$ cat config.mk
export PLATFORM = sky130hd
export DESIGN_NAME = cond_flag_unit_flat
export DESIGN_NICKNAME = d
export VERILOG_FILES = /design/src/rtl/cond_pkg.sv /design/src/rtl/cond_flag_unit_if.sv /design/src/rtl/cond_flag_unit_eval.sv /design/src/rtl/cond_flag_unit.sv /design/src/flat_wrapper.sv
export SDC_FILE = /design/constraint.sdc
export NUM_CORES = 1
export LEC_CHECK = 0
export ABC_AREA = 1
export ABC_CLOCK_PERIOD_IN_PS = 1350
export CAP_MARGIN = 10
export CORE_AREA = 2 2 39 41
export CTS_BUF_LIST = sky130_fd_sc_hd__clkbuf_2 sky130_fd_sc_hd__clkbuf_4 sky130_fd_sc_hd__clkbuf_8
export CTS_CLUSTER_DIAMETER = 30
export DETAILED_ROUTE_END_ITERATION = 10
export DIE_AREA = 0 0 41 43
export HOLD_SLACK_MARGIN = 0.12
export PLACE_DENSITY = 0.76
export REMOVE_ABC_BUFFERS = 1
export SYNTH_ARGS = -nofsm -noshare
export SYNTH_HDL_FRONTEND = slang
export SYNTH_SLANG_ARGS = --single-unit
$ cat constraint.sdc
create_clock -name clk -period 1.35 [get_ports clk]
set_input_delay 0.2025 -clock clk [delete_from_list [all_inputs] [get_ports clk]]
set_output_delay 0.2025 -clock clk [all_outputs]
set_load 0.02 [all_outputs]
$ cat src/rtl/cond_pkg.sv
// Shared constants for the condition/flag unit: condition codes, flag bit positions, FSM states.
// Latency: n/a (declarations only).
// Backpressure: n/a.
package cond_pkg;

  // 4-bit branch/predication condition codes
  localparam logic [3:0] COND_EQ = 4'd0;
  localparam logic [3:0] COND_NE = 4'd1;
  localparam logic [3:0] COND_CS = 4'd2;
  localparam logic [3:0] COND_CC = 4'd3;
  localparam logic [3:0] COND_MI = 4'd4;
  localparam logic [3:0] COND_PL = 4'd5;
  localparam logic [3:0] COND_VS = 4'd6;
  localparam logic [3:0] COND_VC = 4'd7;
  localparam logic [3:0] COND_HI = 4'd8;
  localparam logic [3:0] COND_LS = 4'd9;
  localparam logic [3:0] COND_GE = 4'd10;
  localparam logic [3:0] COND_LT = 4'd11;
  localparam logic [3:0] COND_GT = 4'd12;
  localparam logic [3:0] COND_LE = 4'd13;
  localparam logic [3:0] COND_AL = 4'd14;
  localparam logic [3:0] COND_NV = 4'd15;

  // Bit positions inside the {C,N,V,Z} status word
  localparam int FLAG_C = 3;
  localparam int FLAG_N = 2;
  localparam int FLAG_V = 1;
  localparam int FLAG_Z = 0;

  // Result FSM: IDLE has no result outstanding, RESULT holds one for the consumer
  typedef enum logic {
    ST_IDLE   = 1'b0,
    ST_RESULT = 1'b1
  } state_t;

endpackage

$ cat src/rtl/cond_flag_unit_if.sv
// Bundles the ALU flag inputs, EX write qualifiers and the ID request/result handshake.
// Latency: n/a (wiring only).
// Backpressure: res_ready from the consumer gates req_ready inside the unit.
interface cond_flag_unit_if;

  logic       alu_c;
  logic       alu_n;
  logic       alu_v;
  logic       alu_z;
  logic       ex_valid;
  logic       ex_s_bit;
  logic       stall_in;
  logic       req_valid;
  logic [3:0] req_cond;
  logic       req_ready;
  logic       res_valid;
  logic       res_taken;
  logic       res_ready;

  // Pipeline side: drives flags, requests and result acceptance
  modport master (
    output alu_c, alu_n, alu_v, alu_z,
    output ex_valid, ex_s_bit, stall_in,
    output req_valid, req_cond, res_ready,
    input  req_ready, res_valid, res_taken
  );

  // Flag unit side
  modport slave (
    input  alu_c, alu_n, alu_v, alu_z,
    input  ex_valid, ex_s_bit, stall_in,
    input  req_valid, req_cond, res_ready,
    output req_ready, res_valid, res_taken
  );

endinterface

$ cat src/rtl/cond_flag_unit_eval.sv
// Combinational condition evaluator: 4-bit condition code against {C,N,V,Z} -> taken.
// Latency: 0 cycles (pure combinational).
// Backpressure: none; also used by the predicated-execution path.
module cond_eval
  import cond_pkg::*;
(
  input  logic [3:0] cond,
  input  logic [3:0] flags,
  output logic       taken
);

  logic c, n, v, z;

  assign c = flags[FLAG_C];
  assign n = flags[FLAG_N];
  assign v = flags[FLAG_V];
  assign z = flags[FLAG_Z];

  // Decode the condition table
  always_comb begin
    taken = 1'b0;
    case (cond)
      COND_EQ: taken = z;
      COND_NE: taken = ~z;
      COND_CS: taken = c;
      COND_CC: taken = ~c;
      COND_MI: taken = n;
      COND_PL: taken = ~n;
      COND_VS: taken = v;
      COND_VC: taken = ~v;
      COND_HI: taken = c & ~z;
      COND_LS: taken = ~c | z;
      COND_GE: taken = (n == v);
      COND_LT: taken = (n != v);
      COND_GT: taken = ~z & (n == v);
      COND_LE: taken = z | (n != v);
      COND_AL: taken = 1'b1;
      COND_NV: taken = 1'b0;
      default: taken = 1'b0;
    endcase
  end

endmodule

$ cat src/rtl/cond_flag_unit.sv
// Status register {C,N,V,Z} plus condition resolver for ID, with same-cycle EX flag forwarding.
// Latency: request accepted at edge k -> res_valid/res_taken visible in cycle k+1.
// Backpressure: result held while res_ready=0; req_ready = idle | res_ready.
module cond_flag_unit
  import cond_pkg::*;
#(
  parameter logic [3:0] RESET_FLAGS = 4'b0000,
  parameter bit         BYPASS_EN   = 1'b1
) (
  input  logic             clk,
  input  logic             rst_n,
  cond_flag_unit_if.slave  bus,
  output logic [3:0]       flags,
  output logic             cin_out
);

  state_t     state_q, state_d;
  logic [3:0] flags_q;
  logic [3:0] alu_flags;
  logic [3:0] eval_flags;
  logic       wr;
  logic       accept;
  logic       eval_taken;
  logic       taken_q, taken_d;

  assign wr        = bus.ex_valid & bus.ex_s_bit & ~bus.stall_in;
  assign alu_flags = {bus.alu_c, bus.alu_n, bus.alu_v, bus.alu_z};

  // Forwarding only feeds the evaluator; the Cin path always sees the register
  assign eval_flags = (BYPASS_EN && wr) ? alu_flags : flags_q;

  assign bus.req_ready = (state_q == ST_IDLE) | bus.res_ready;
  assign accept        = bus.req_valid & bus.req_ready;

  assign flags         = flags_q;
  assign cin_out       = flags_q[FLAG_C];
  assign bus.res_valid = (state_q == ST_RESULT);
  assign bus.res_taken = taken_q;

  cond_eval u_eval (
    .cond  (bus.req_cond),
    .flags (eval_flags),
    .taken (eval_taken)
  );

  // Architectural status register, updated by unstalled S-bit instructions
  always_ff @(posedge clk or negedge rst_n) begin
    if (!rst_n) begin
      flags_q <= RESET_FLAGS;
    end else if (wr) begin
      flags_q <= alu_flags;
    end
  end

  // Result FSM next state; a held result ignores later flag writes
  always_comb begin
    state_d = state_q;
    taken_d = taken_q;
    case (state_q)
      ST_IDLE: begin
        if (accept) begin
          state_d = ST_RESULT;
          taken_d = eval_taken;
        end
      end
      ST_RESULT: begin
        if (bus.res_ready) begin
          if (bus.req_valid) begin
            state_d = ST_RESULT;
            taken_d = eval_taken;
          end else begin
            state_d = ST_IDLE;
          end
        end
      end
      default: begin
        state_d = ST_IDLE;
      end
    endcase
  end

  // FSM state and result registers
  always_ff @(posedge clk or negedge rst_n) begin
    if (!rst_n) begin
      state_q <= ST_IDLE;
      taken_q <= 1'b0;
    end else begin
      state_q <= state_d;
      taken_q <= taken_d;
    end
  end

endmodule

$ cat src/flat_wrapper.sv
// flat-port wrapper written by rule: the top's interface ports become plain ports
module cond_flag_unit_flat import cond_pkg::*;
#(
  parameter logic [3:0] RESET_FLAGS = 4'b0000,
  parameter bit         BYPASS_EN   = 1'b1
)
  (clk, rst_n, flags, cin_out, bus_alu_c, bus_alu_n, bus_alu_v, bus_alu_z, bus_ex_valid, bus_ex_s_bit, bus_stall_in, bus_req_valid, bus_req_cond, bus_res_ready, bus_req_ready, bus_res_valid, bus_res_taken);
  cond_flag_unit_if bus_i ();
  input  logic clk;
  input  logic rst_n;
  output logic [3:0] flags;
  output logic cin_out;
  input wire logic [$bits(bus_i.alu_c)-1:0] bus_alu_c;
  input wire logic [$bits(bus_i.alu_n)-1:0] bus_alu_n;
  input wire logic [$bits(bus_i.alu_v)-1:0] bus_alu_v;
  input wire logic [$bits(bus_i.alu_z)-1:0] bus_alu_z;
  input wire logic [$bits(bus_i.ex_valid)-1:0] bus_ex_valid;
  input wire logic [$bits(bus_i.ex_s_bit)-1:0] bus_ex_s_bit;
  input wire logic [$bits(bus_i.stall_in)-1:0] bus_stall_in;
  input wire logic [$bits(bus_i.req_valid)-1:0] bus_req_valid;
  input wire logic [$bits(bus_i.req_cond)-1:0] bus_req_cond;
  input wire logic [$bits(bus_i.res_ready)-1:0] bus_res_ready;
  output wire logic [$bits(bus_i.req_ready)-1:0] bus_req_ready;
  output wire logic [$bits(bus_i.res_valid)-1:0] bus_res_valid;
  output wire logic [$bits(bus_i.res_taken)-1:0] bus_res_taken;
  assign bus_i.alu_c = bus_alu_c;
  assign bus_i.alu_n = bus_alu_n;
  assign bus_i.alu_v = bus_alu_v;
  assign bus_i.alu_z = bus_alu_z;
  assign bus_i.ex_valid = bus_ex_valid;
  assign bus_i.ex_s_bit = bus_ex_s_bit;
  assign bus_i.stall_in = bus_stall_in;
  assign bus_i.req_valid = bus_req_valid;
  assign bus_i.req_cond = bus_req_cond;
  assign bus_i.res_ready = bus_res_ready;
  assign bus_req_ready = bus_i.req_ready;
  assign bus_res_valid = bus_i.res_valid;
  assign bus_res_taken = bus_i.res_taken;
  cond_flag_unit #(.RESET_FLAGS(RESET_FLAGS), .BYPASS_EN(BYPASS_EN)) u_core (.clk(clk), .rst_n(rst_n), .bus(bus_i), .flags(flags), .cin_out(cin_out));
endmodule
==> results by group <==
Outcome
  – Status: completed

Floorplan
  – IO Count: 23
  – Core area: 1380 µm²
  – Die H: 43 µm
  – Initial Util: 0.378
  – Die area: 1760 µm²
  – Die X: 41 µm
  – # rows: 14

Critical path
  – CP startpoint kind: input pin
  – WP data arrival: 1.08 ns
  – Worst EP required: 1.15 ns
  – Max FO, Critical Path: 2
  – Worst Path Class, Setup: input pin to primary output
  – Critical path endpoint category: primary output

Finish
  – Most common cell after layout, fill and taps aside: nand2_1
  – Commonest cells after routing, fill and taps aside: nand2_1, inv_1, dlygate4sd2_1, buf_4
  – Fin nets: 133
  – Layout area overhead: 66.3%
  – Fill cells: 135
  – Layout cells sized above 1: 0.259
  – Final Instance Count excl. Fillers: 132
  – ANT cells: 0

Power and ir drop
  – Power share of the clock group: 0.217
  – P_int: 0.472 mW
  – Sw Share: 0.377
  – Part of the power in registers: 0.298
  – PwrDens: 871 nW/µm²
  – P_sw: 0.286 mW
  – Worst vdd ir: 0.565 mV
  – Comb power frac: 0.485
  – Pleak: 0.533 nW

CTS
  – Cts hold-fix bufs: 0
  – Clock Latency Late Sink: 0.24 ns
  – Reg clk slew, reported paths: 0.05 ns
  – CTS Buf Count: 3
  – CTS tree: done
  – H-tree depth: 1
  – Clock Sinks: 6
  – Clock root cell: clkbuf_4
  – Clock Path Buffers: 2

Placement
  – DP HPWL: 1060 µm
  – Buffers added on ports: 22
  – Dpl cells: 128
  – Routability cong.: 0.773

STA
  – Final min period: 1.28 ns
  – Slew HR: 0.813
  – Worst-Margin Slew: 0.280 ns
  – Fin. Hold Viols: 0
  – Achievable Freq: 0.778 GHz
  – Worst hold slack: 0.201 ns
  – Period utilisation layout: 0.952
  – Worst Skew: 0.00603 ns
  – Final setup violation count: 0
  – Slew Viols, Final: 0
  – Fin Setup TNS: 0 ns

Route
  – Iter 0 DRT Violations: 8
  – Post-route ant nets: 0
  – Routed len/inst: 10.5 µm
  – # DRC: 0
  – Router iterations before antenna repair: 4
  – Drt total wl: 1390 µm
  – Vias: 619
  – DR vias/cell: 4.69

Logic synthesis
  – Seq/Total Area, Yosys: 0.287
  – Cell variety after synth: 20
  – Compound-Gate Fraction of Synth Area: 0.0957
  – Post-Synth Simple-Gate Area: 0.488
  – Adder-cell share of the synthesized area: 0
  – Synth Register Bits: 6
  – Post-synthesis mux area share: 0
  – Syn Area/Cell: 6.23 µm²
  – Ys Warns: 0
  – Main combinational cell family by area after synthesis: simple AND/OR/NAND/NOR gates
  – Synth Cell Area: 523 µm²
  – Post-Synthesis Cells: 84
  – Post-synthesis xor/xnor area fraction: 0

Global routing
  – Initial antenna violation count: 0
  – Most Used Layer, Global Route: met2
  – First-pass GRT wire length: 2060 µm
  – Gr usage total: 0.168
  – GR Layer Usage met1: 0.215
  – M2 GR Usage: 0.269
  – Largest net degree at the start of global routing: 8
  – M3 GR Usage: 0.0314
  – Vias in the first global route: 551
  – Grt ovf: 0

Run
  – Max Cap Viol: 0

Min path
  – Tightest Hold Check Type: input pin to asynchronous set/reset pin
[cell type report]
| cell class | instances | area [µm²] | area share |
|---|---|---|---|
| flip-flops and latches | 6 | 150 | 0.173 |
| clock buffers | 3 | 22.5 | 0.0259 |
| multi-input cells | 61 | 342 | 0.393 |
| well taps | 16 | 20.0 | 0.0230 |
| repair buffers | 30 | 275 | 0.317 |
| inverters | 16 | 60.1 | 0.0691 |
[cells in the mapped netlist]
cell | instances | area (µm²)
buf_4 | 1 | 7.51
inv_1 | 15 | 56.3
nand2_4 | 2 | 22.5
nand3b_2 | 1 | 11.3
o21ai_0 | 2 | 10.0
o22ai_1 | 1 | 6.26
inv_2 | 1 | 3.75
o21bai_1 | 1 | 7.51
o21ai_1 | 1 | 5.00
nand3_2 | 1 | 10.0
nand4_1 | 2 | 12.5
nor2_2 | 1 | 6.26
nor2_1 | 7 | 26.3
o211ai_1 | 1 | 7.51
nand3_1 | 6 | 30.0
o21ai_2 | 1 | 8.76
nand2_2 | 5 | 31.3
a21oi_1 | 1 | 5.00
dfrtp_1 | 6 | 150
nand2_1 | 28 | 105
[power by group through the flow]
stage                     Sequential [mW]  Clock, mW  Combinational (mW)
after floorplan                     0.270          0               0.148
after global placement              0.229          0               0.364
after detailed placement            0.230          0               0.368
after CTS                           0.226      0.169               0.345
after global routing                0.229      0.181               0.403
final                               0.226      0.165               0.368
[layer usage]
metal  vias up  routed length [µm]
met5         -                   0
met4         0                   0
met3         0                  90
met2        21                 741
met1       274                 553
li1        324                   -
[through the flow]
step | utilization | worst slack, ns | power [mW] | cell area (µm²)
floorplan | - | 0.0446 | 0.418 | 515
global placement | 0.584 | -0.385 | 0.593 | 808
detailed placement | 0.584 | -0.416 | 0.598 | 808
CTS | 0.597 | -0.0817 | 0.740 | 826
global route | 0.628 | -0.00987 | 0.814 | 870
finish | 0.628 | 0.0651 | 0.758 | 870
[registers in the layout, summed over array words and instances, names as in the netlist]
signal                flops
u_core.flags              4
u_core.bus.res_taken      1
u_core.bus.res_valid      1
[path summary, 6_finish.rpt]
check,from,end,slack [ns],cells after the start
hold / removal,rst_n,u_core.flags[3],0.20,1
setup reg to reg,u_core.flags[2],u_core.bus.res_taken,0.13,12
min in group clk,bus_alu_v,u_core.flags[1],0.33,3
hold reg to reg,u_core.bus.res_taken,u_core.bus.res_taken,0.49,2
setup / recovery,bus_res_ready,bus_req_ready,0.07,4
max in group asynchronous,rst_n,u_core.flags[1],0.92,1
[what timing repair did]
action,CTS,global route
buffers inserted,0,1
resized for setup,11,17
setup endpoints to repair,9,1
pin swaps,0,6
[cell families after synthesis]
family                 after synthesis
AND/OR/NAND/NOR                     53
buffers and inverters               17
flip-flops                           6
AO/OA/AOI/OAI                        8
[worst max-delay path: stages]
cell and delay [ns]:
clkdlybuf4s50_1 0.45, inv_1 0.03, nand2_1 0.06, dlygate4sd2_1 0.33
Power figures use the tool's default switching activity.
